`config.mk`:
```
export PLATFORM = sky130hd
export DESIGN_NAME = uart_rx
export DESIGN_NICKNAME = d
export VERILOG_FILES = /design/src/rtl/uart_rx.sv
export SDC_FILE = /design/constraint.sdc
export NUM_CORES = 1
export LEC_CHECK = 0
export BUFFER_PORTS_ARGS = -buffer_cell sky130_fd_sc_hd__buf_2
export CORE_UTILIZATION = 31
export CTS_BUF_LIST = sky130_fd_sc_hd__clkbuf_2 sky130_fd_sc_hd__clkbuf_4 sky130_fd_sc_hd__clkbuf_8
export CTS_CLUSTER_DIAMETER = 40
export DETAILED_ROUTE_END_ITERATION = 10
export GPL_ROUTABILITY_DRIVEN = 0
export GPL_TIMING_DRIVEN = 0
export MAX_ROUTING_LAYER = met4
export PLACE_DENSITY = 0.58
export SYNTH_ARGS = -nofsm -noshare
export SYNTH_HDL_FRONTEND = slang
export SYNTH_SLANG_ARGS = --single-unit
export TNS_END_PERCENT = 1
```
`constraint.sdc`:
```
create_clock -name clk -period 2 [get_ports clk]
set_input_delay 0.1 -clock clk [delete_from_list [all_inputs] [get_ports clk]]
set_output_delay 0.1 -clock clk [all_outputs]
set_load 0.05 [all_outputs]
```
`src/rtl/uart_rx.sv`:
```
`timescale 1ns/1ps
// uart_rx -- asynchronous serial receiver (start + DATA_BITS + [parity] + stop).
//
// Build option: define UART_RX_PARITY_EN to add an even-parity bit between
// the data bits and the stop bit. Without it parity_err is constant 0.
//
// Ports:
//   clk          system clock, rising edge
//   rst          asynchronous active-high reset
//   sample_tick  one-clk pulse at OVERSAMPLE x baud rate
//   rx           serial line, idle high, asynchronous to clk
//   data_out     received byte, stable while data_valid=1
//   data_valid   byte available
//   data_ready   consumer accepts data_out when high together with data_valid
//   busy         high whenever the receive FSM is not IDLE
//   frame_err    one-clk pulse: stop bit sampled low
//   overrun_err  one-clk pulse: frame completed while previous byte unaccepted
//   parity_err   one-clk pulse: parity mismatch
module uart_rx #(
  parameter int DATA_BITS   = 8,
  parameter int OVERSAMPLE  = 16,
  parameter int SYNC_STAGES = 2
) (
  input  logic                 clk,
  input  logic                 rst,
  input  logic                 sample_tick,
  input  logic                 rx,
  output logic [DATA_BITS-1:0] data_out,
  output logic                 data_valid,
  input  logic                 data_ready,
  output logic                 busy,
  output logic                 frame_err,
  output logic                 overrun_err,
  output logic                 parity_err
);

  localparam int TW = $clog2(OVERSAMPLE);
  localparam int BW = (DATA_BITS > 1) ? $clog2(DATA_BITS) : 1;
  localparam logic [TW-1:0] HALF_TICK = TW'(OVERSAMPLE / 2 - 1);
  localparam logic [TW-1:0] FULL_TICK = TW'(OVERSAMPLE - 1);
  localparam logic [BW-1:0] LAST_BIT  = BW'(DATA_BITS - 1);

  typedef enum logic [2:0] {
    IDLE,
    START,
    DATA,
`ifdef UART_RX_PARITY_EN
    PARITY,
`endif
    STOP,
    BRK_WAIT
  } state_t;

  state_t                 state_reg, state_next;
  logic [SYNC_STAGES-1:0] sync_reg;
  logic                   rx_s;
  logic [TW-1:0]          tick_cnt_reg, tick_next;
  logic [BW-1:0]          bit_cnt_reg, bit_next;
  logic [DATA_BITS-1:0]   shift_reg, shift_next;
  logic [DATA_BITS-1:0]   data_out_reg;
  logic                   data_valid_reg, frame_err_reg, overrun_err_reg, parity_err_reg;
  logic                   deliver, frame_fail, parity_fail;
`ifdef UART_RX_PARITY_EN
  logic                   parity_reg, parity_next;
`endif

  // Input synchronizer; presets to idle-high so reset never looks like a start bit.
  always_ff @(posedge clk or posedge rst) begin
    if (rst) sync_reg <= '1;
    else     sync_reg <= {sync_reg[SYNC_STAGES-2:0], rx};
  end
  assign rx_s = sync_reg[SYNC_STAGES-1];

  always_ff @(posedge clk or posedge rst) begin
    if (rst) begin
      state_reg    <= IDLE;
      tick_cnt_reg <= '0;
      bit_cnt_reg  <= '0;
      shift_reg    <= '0;
`ifdef UART_RX_PARITY_EN
      parity_reg   <= 1'b0;
`endif
    end else begin
      state_reg    <= state_next;
      tick_cnt_reg <= tick_next;
      bit_cnt_reg  <= bit_next;
      shift_reg    <= shift_next;
`ifdef UART_RX_PARITY_EN
      parity_reg   <= parity_next;
`endif
    end
  end

  always_comb begin
    state_next  = state_reg;
    tick_next   = tick_cnt_reg;
    bit_next    = bit_cnt_reg;
    shift_next  = shift_reg;
    deliver     = 1'b0;
    frame_fail  = 1'b0;
    parity_fail = 1'b0;
`ifdef UART_RX_PARITY_EN
    parity_next = parity_reg;
`endif
    case (state_reg)
      IDLE: begin
        if (sample_tick && !rx_s) begin
          state_next = START;
          tick_next  = '0;
        end
      end
      START: begin
        if (sample_tick) begin
          if (tick_cnt_reg == HALF_TICK) begin
            // Re-check mid start bit: a high line here was only a glitch.
            if (!rx_s) begin
              state_next = DATA;
              tick_next  = '0;
              bit_next   = '0;
            end else begin
              state_next = IDLE;
            end
          end else begin
            tick_next = tick_cnt_reg + 1'b1;
          end
        end
      end
      DATA: begin
        if (sample_tick) begin
          if (tick_cnt_reg == FULL_TICK) begin
            // LSB arrives first, so each new bit enters at the top and walks down.
            shift_next = {rx_s, shift_reg[DATA_BITS-1:1]};
            tick_next  = '0;
            bit_next   = bit_cnt_reg + 1'b1;
            if (bit_cnt_reg == LAST_BIT) begin
`ifdef UART_RX_PARITY_EN
              state_next = PARITY;
`else
              state_next = STOP;
`endif
            end
          end else begin
            tick_next = tick_cnt_reg + 1'b1;
          end
        end
      end
`ifdef UART_RX_PARITY_EN
      PARITY: begin
        if (sample_tick) begin
          if (tick_cnt_reg == FULL_TICK) begin
            parity_next = rx_s;
            tick_next   = '0;
            state_next  = STOP;
          end else begin
            tick_next = tick_cnt_reg + 1'b1;
          end
        end
      end
`endif
      STOP: begin
        if (sample_tick) begin
          if (tick_cnt_reg == FULL_TICK) begin
            tick_next = '0;
            if (rx_s) begin
              state_next = IDLE;
`ifdef UART_RX_PARITY_EN
              if ((^shift_reg) != parity_reg) parity_fail = 1'b1;
              else                            deliver     = 1'b1;
`else
              deliver = 1'b1;
`endif
            end else begin
              // Framing error wins over any parity result.
              frame_fail = 1'b1;
              state_next = BRK_WAIT;
            end
          end else begin
            tick_next = tick_cnt_reg + 1'b1;
          end
        end
      end
      BRK_WAIT: begin
        if (rx_s) state_next = IDLE;
      end
      default: state_next = IDLE;
    endcase
  end

  // Output holding register and handshake.
  always_ff @(posedge clk or posedge rst) begin
    if (rst) begin
      data_out_reg    <= '0;
      data_valid_reg  <= 1'b0;
      frame_err_reg   <= 1'b0;
      overrun_err_reg <= 1'b0;
      parity_err_reg  <= 1'b0;
    end else begin
      frame_err_reg   <= frame_fail;
      parity_err_reg  <= parity_fail;
      overrun_err_reg <= 1'b0;
      if (deliver) begin
        // A byte accepted this very cycle frees the slot for the new one.
        if (!data_valid_reg || data_ready) begin
          data_out_reg   <= shift_reg;
          data_valid_reg <= 1'b1;
        end else begin
          overrun_err_reg <= 1'b1;
        end
      end else if (data_valid_reg && data_ready) begin
        data_valid_reg <= 1'b0;
      end
    end
  end

  assign data_out    = data_out_reg;
  assign data_valid  = data_valid_reg;
  assign busy        = (state_reg != IDLE);
  assign frame_err   = frame_err_reg;
  assign overrun_err = overrun_err_reg;
  assign parity_err  = parity_err_reg;

endmodule

```
* Word-level counts from Yosys, hierarchy flattened *
Index checks and enable logic that the tools add are counted.

cells by class
  add/sub/neg operators = 2
  eq/ne operators = 20
  mux-type cells = 38
  reduce and logical (&&, ||, !) cells = 17

operator list
  operator               count
  $mux W3                15
  $mux W4                6
  $ne A2 B2 Y1 const B   10
  $pmux W3 S5            1
  $mux W1                13
  $pmux W4 S3            1
  $reduce_and A9 Y1      1
  $eq A3 B2 Y1 const B   2
  $eq A3 B3 Y1 const B   2
  $pmux W3 S2            1
  $reduce_and A6 Y1      1
  $reduce_bool A3 Y1     2
  $reduce_and A5 Y1      1
  $add A4 B1 Y4 const B  1
  $eq A4 B3 Y1 const B   1
  $eq A4 B4 Y1 const B   1
  $ne A2 B1 Y1 const B   2
  $reduce_and A2 Y1      2
  $reduce_bool A2 Y1     2
  $add A3 B1 Y3 const B  1
  $eq A3 B1 Y1 const B   1
  $logic_not A3 Y1       1
  $ne A3 B3 Y1 const B   1
  $reduce_and A3 Y1      1
  other kinds (5)        7

storage, ports and cells
  bits in registers = 31
  input port bits = 5
  output and inout bits = 13
  word-level logic and storage cells = 86

* Longest topological paths before layout *
  depth after elaboration = 6
  gate-level depth with buffers = 7
  gate-level depth less buffers = 5

* Least setup slack after synthesis *
Ideal clock, no wire load.

  path type = reg2reg
  start point = register tick_cnt_reg[0]
  end point = register data_out_reg[0] (netlist: data_out[0])
  library setup time = 0.125 ns
  arrival = 1.794 ns
  data required time = 1.875 ns
  slack = 0.080 ns
  stages on the path, launching flop included = 8
  cells stage by stage = dfrtp_1 ha_1 buf_2 nand3_2 or4_4 nor2b_4 buf_12 mux2_4

between the ends
  cells in the longest elaborated chain, start to end = 5

RTL lines
  element                      RTL line  source
  from (decl)                  57        logic [TW-1:0] tick_cnt_reg, tick_next;
  from (signal assigned)       85        tick_cnt_reg <= tick_next;
  $eq A4 B4 Y1                 162       if (tick_cnt_reg == FULL_TICK) begin
  $mux W1                      162
  $mux W1                      161       if (sample_tick) begin
  $mux W1                      105       case (state_reg)
  $reduce_and A2 Y1 (no line)  n/a
  to (signal assigned)         204       data_out_reg <= shift_reg;
  to (decl)                    60        logic [DATA_BITS-1:0] data_out_reg;

Every way passes these cells.
A chain may end at the register's enable or synchronous reset.

* Final worst setup path *
  start point = register tick_cnt_reg[1]
  end point = register data_out_reg[6] (netlist: data_out[6])

Same word-level chain as after synthesis.

==> flow_metrics.py <==
metrics = {
    "cts": {
        "cts_sinks": 31,
        "cts_buffers": 5,
        "cts_tree": "built",
        "cts_root_buf": "clkbuf_8",
        "cts.clk_slew.worst_paths_ps": 70,
        "cts_htree_levels": 2,
        "clk_latency_ps": 270,
        "clockBufferDepth": 2,
    },
    "worst_setup_path": {
        "cp.depth": 7,
        "critPathTopFamily": "simple AND/OR/NAND/NOR gates",
        "path_cells": "ha_1 -> buf_4 -> nand3_2 -> or4_4 -> nor2b_4 -> buf_12 -> mux2_4",
        "critPathRequiredTime_ps": 2150,
        "critPathMaxStageDelay_ps": 470,
        "startpoint_type": "flip-flop",
        "cp-end-kind": "flip-flop",
        "crit_buf_inv": 2,
        "arrival_ps": 2080,
        "path_class": "flip-flop to flip-flop",
        "cp_slowest_cell": "or4_4",
        "path_max_fanout": 8,
        "reg2reg_depth": 7,
    },
    "hold_path": {
        "worst_hold_path_type": "input port to flip-flop",
        "holdPathStages": 3,
    },
    "pwr": {
        "p_comb_share_pct": 30.2,
        "p_leak_nw": 0.898,
        "total_power_mw": 1.90,
        "clkPwrFrac_pct": 31.1,
        "p_switching_mw": 0.581,
        "switching_share_pct": 30.6,
        "ir_drop_mv": 0.349,
        "powerDensity_nw_per_um2": 1070,
        "p_int_mw": 1.32,
        "p_seq_share_pct": 38.7,
    },
    "layout": {
        "final_common_cell": "dfrtp_1",
        "final_cells": 194,
        "final_nets": 150,
        "fin_area_um2": 1780,
        "post-route-util_pct": 40.0,
        "seqCellArea_um2": 778,
        "area_delta_synth_final_pct": 21.3,
        "multi_input_area_um2": 609,
        "layout-drive-gt1-share_pct": 41.5,
        "num_antenna_cells": 0,
        "fill_cells": 425,
        "final_cell_mix": "29 x dfrtp_1, 18 x buf_2, 10 x mux2_2",
    },
    "synth": {
        "synth.cell_area_um2": 1470,
        "synth_top_family_by_area": "multiplexers",
        "synth_xor_area_share_pct": 0.598,
        "synthCells": 115,
        "yosysSeqAreaShare_pct": 53.1,
        "synth-seq-cells": 31,
        "ys_types": 39,
        "synthMuxAreaShare_pct": 17.3,
        "synth-compound-area-share_pct": 7.09,
        "yosysWarnings": 0,
        "yosys.area_share.simple_pct": 13.8,
        "syn-num-nets": 123,
        "syn_avg_cell_area_um2": 12.7,
        "synth_fa_ha_area_share_pct": 2.56,
    },
    "timing": {
        "whs_ps": 123,
        "period_needed_ps": 1930,
        "worst_slack_ps": 70.4,
        "setup_viol_count_final": 0,
        "fmax_ghz": 0.518,
        "post-route-period-util_pct": 96.5,
        "drv_slew": 0,
        "slew_headroom_pct": 63.6,
        "final.setup_skew_ps": 7.80,
        "worst_pin_slew_ps": 540,
        "finalSetupTns_ps": 0,
        "finalHoldViolations": 0,
    },
    "route": {
        "dr.first_iter.drc_count": 73,
        "drc": 4,
        "viasPerCell": 4.96,
        "final_antenna_net_count": 0,
        "num_vias": 962,
        "wire_per_inst_um": 13.1,
        "dr.pass1.iters": 7,
        "drt-total-wl_mm": 2.54,
    },
    "global_route": {
        "antenna_found_initial": 0,
        "grt_usage_pct": 11.6,
        "grt_pass1_wl_mm": 4.35,
        "grt_pass1_vias": 945,
        "overflow": 0,
        "grt_max_degree": 32,
    },
    "placement": {
        "dpl_cell_area_um2": 1610,
        "dp_cells": 183,
        "dp_slack_ps": -31.2,
        "dp_hpwl_mm": 1.73,
        "io_buffers": 16,
    },
    "die": {
        "rows": 24,
        "fp.dieW_um": 70.8,
        "coreArea_um2": 4440,
        "die_y_um": 70.8,
        "start_util_pct": 33.0,
        "io-pin-count": 18,
        "dieArea_um2": 5010,
    },
    "outcome": {
        "status": "finished, violations left",
        "violations": "DRC",
    },
    "job": {
        "cap_violations": 0,
    },
}
worst register-to-register path, stage by stage (launching register included):
cell,delay [ps]
dfrtp_1,360
ha_1,150
buf_4,150
nand3_2,100
or4_4,470
nor2b_4,150
buf_12,140
mux2_4,300
cell type report:
type                       count  share of cell area (%)
timing repair buffer          20                    7.61
tap                           52                    3.66
sequential                    31                    43.8
inverter                       3                   0.634
buffer                         9                    4.01
multi-input combinational     72                    34.3
clock buffer                   6                    4.30
clock inverter                 1                    1.69
routing by layer:
layer	track usage, %	vias to the layer above	share of wire, %
li1	-	459	-
met1	13.6	480	45
met5	-	-	0
met4	7.33	0	1.7
met3	2.56	4	2.6
met2	18.2	19	50
power groups by stage:
stage | Combinational (mW) | Sequential (mW) | Clock (mW)
after global routing | 0.645 | 0.743 | 0.646
after detailed placement | 0.540 | 0.749 | 0
final | 0.574 | 0.734 | 0.591
after floorplan | 0.441 | 0.743 | 0
after global placement | 0.516 | 0.746 | 0
after CTS | 0.567 | 0.734 | 0.605
kinds of logic (layout without fill, tap and decap cells):
kind of cell    Yosys count  in the layout
buf+inv                  12             39
compound gates           13             13
other cells               1              1
flops                    31             31
xor+xnor                  1              1
simple gates             34             34
mux                      20             20
fa+ha+maj                 3              3
repair_timing:
item / CTS / global route
buffers inserted: 1 / 0
hold buffers: 1 / 1
pin swaps: 0 / 1
hold endpoints to repair: 1 / 6
endpoints found under the setup margin: 8 / 15
resized for setup: 1 / 1
synthesized netlist by cell type:
cell	number	share of area [%]
a211o_1	1	0.60
a21o_1	1	0.51
a21oi_1	2	0.68
a22o_1	2	1.2
a311o_1	1	0.68
a311oi_1	1	0.60
a31oi_1	1	0.43
and3_1	3	1.3
and4bb_2	1	0.85
buf_12	1	1.4
buf_2	4	1.4
buf_4	3	1.5
clkbuf_1	1	0.26
conb_1	1	0.26
dfrtp_1	29	50
dfstp_2	2	3.6
ha_1	3	2.6
inv_1	3	0.77
mux2_2	10	7.7
mux2_4	8	8.2
mux2i_1	2	1.4
nand2_1	5	1.3
nand2_2	1	0.43
nand2b_1	2	0.85
nand3_1	2	0.68
nand3_2	1	0.68
nand3b_1	1	0.51
nor2_1	8	2.0
nor2b_4	1	0.94
nor3_1	2	0.68
nor3b_1	1	0.51
nor4_1	3	1.3
nor4b_1	1	0.60
o21ai_0	2	0.68
o2bb2ai_1	1	0.60
o41ai_2	1	1.1
or3_1	1	0.43
or4_4	1	0.77
xnor2_1	1	0.60
worst paths after layout:
kind	start	endpoint	slack (ps)
max in group asynchronous	rst	sync_reg[1]	1140
max reg2reg	tick_cnt_reg[1]	data_out[6]	70
min	data_ready	overrun_err	120
max	tick_cnt_reg[1]	data_out[6]	70
min reg2reg	sync_reg[0]	sync_reg[1]	360
min in group asynchronous	rst	shift_reg[0]	340
Power figures use the tool's default switching activity.
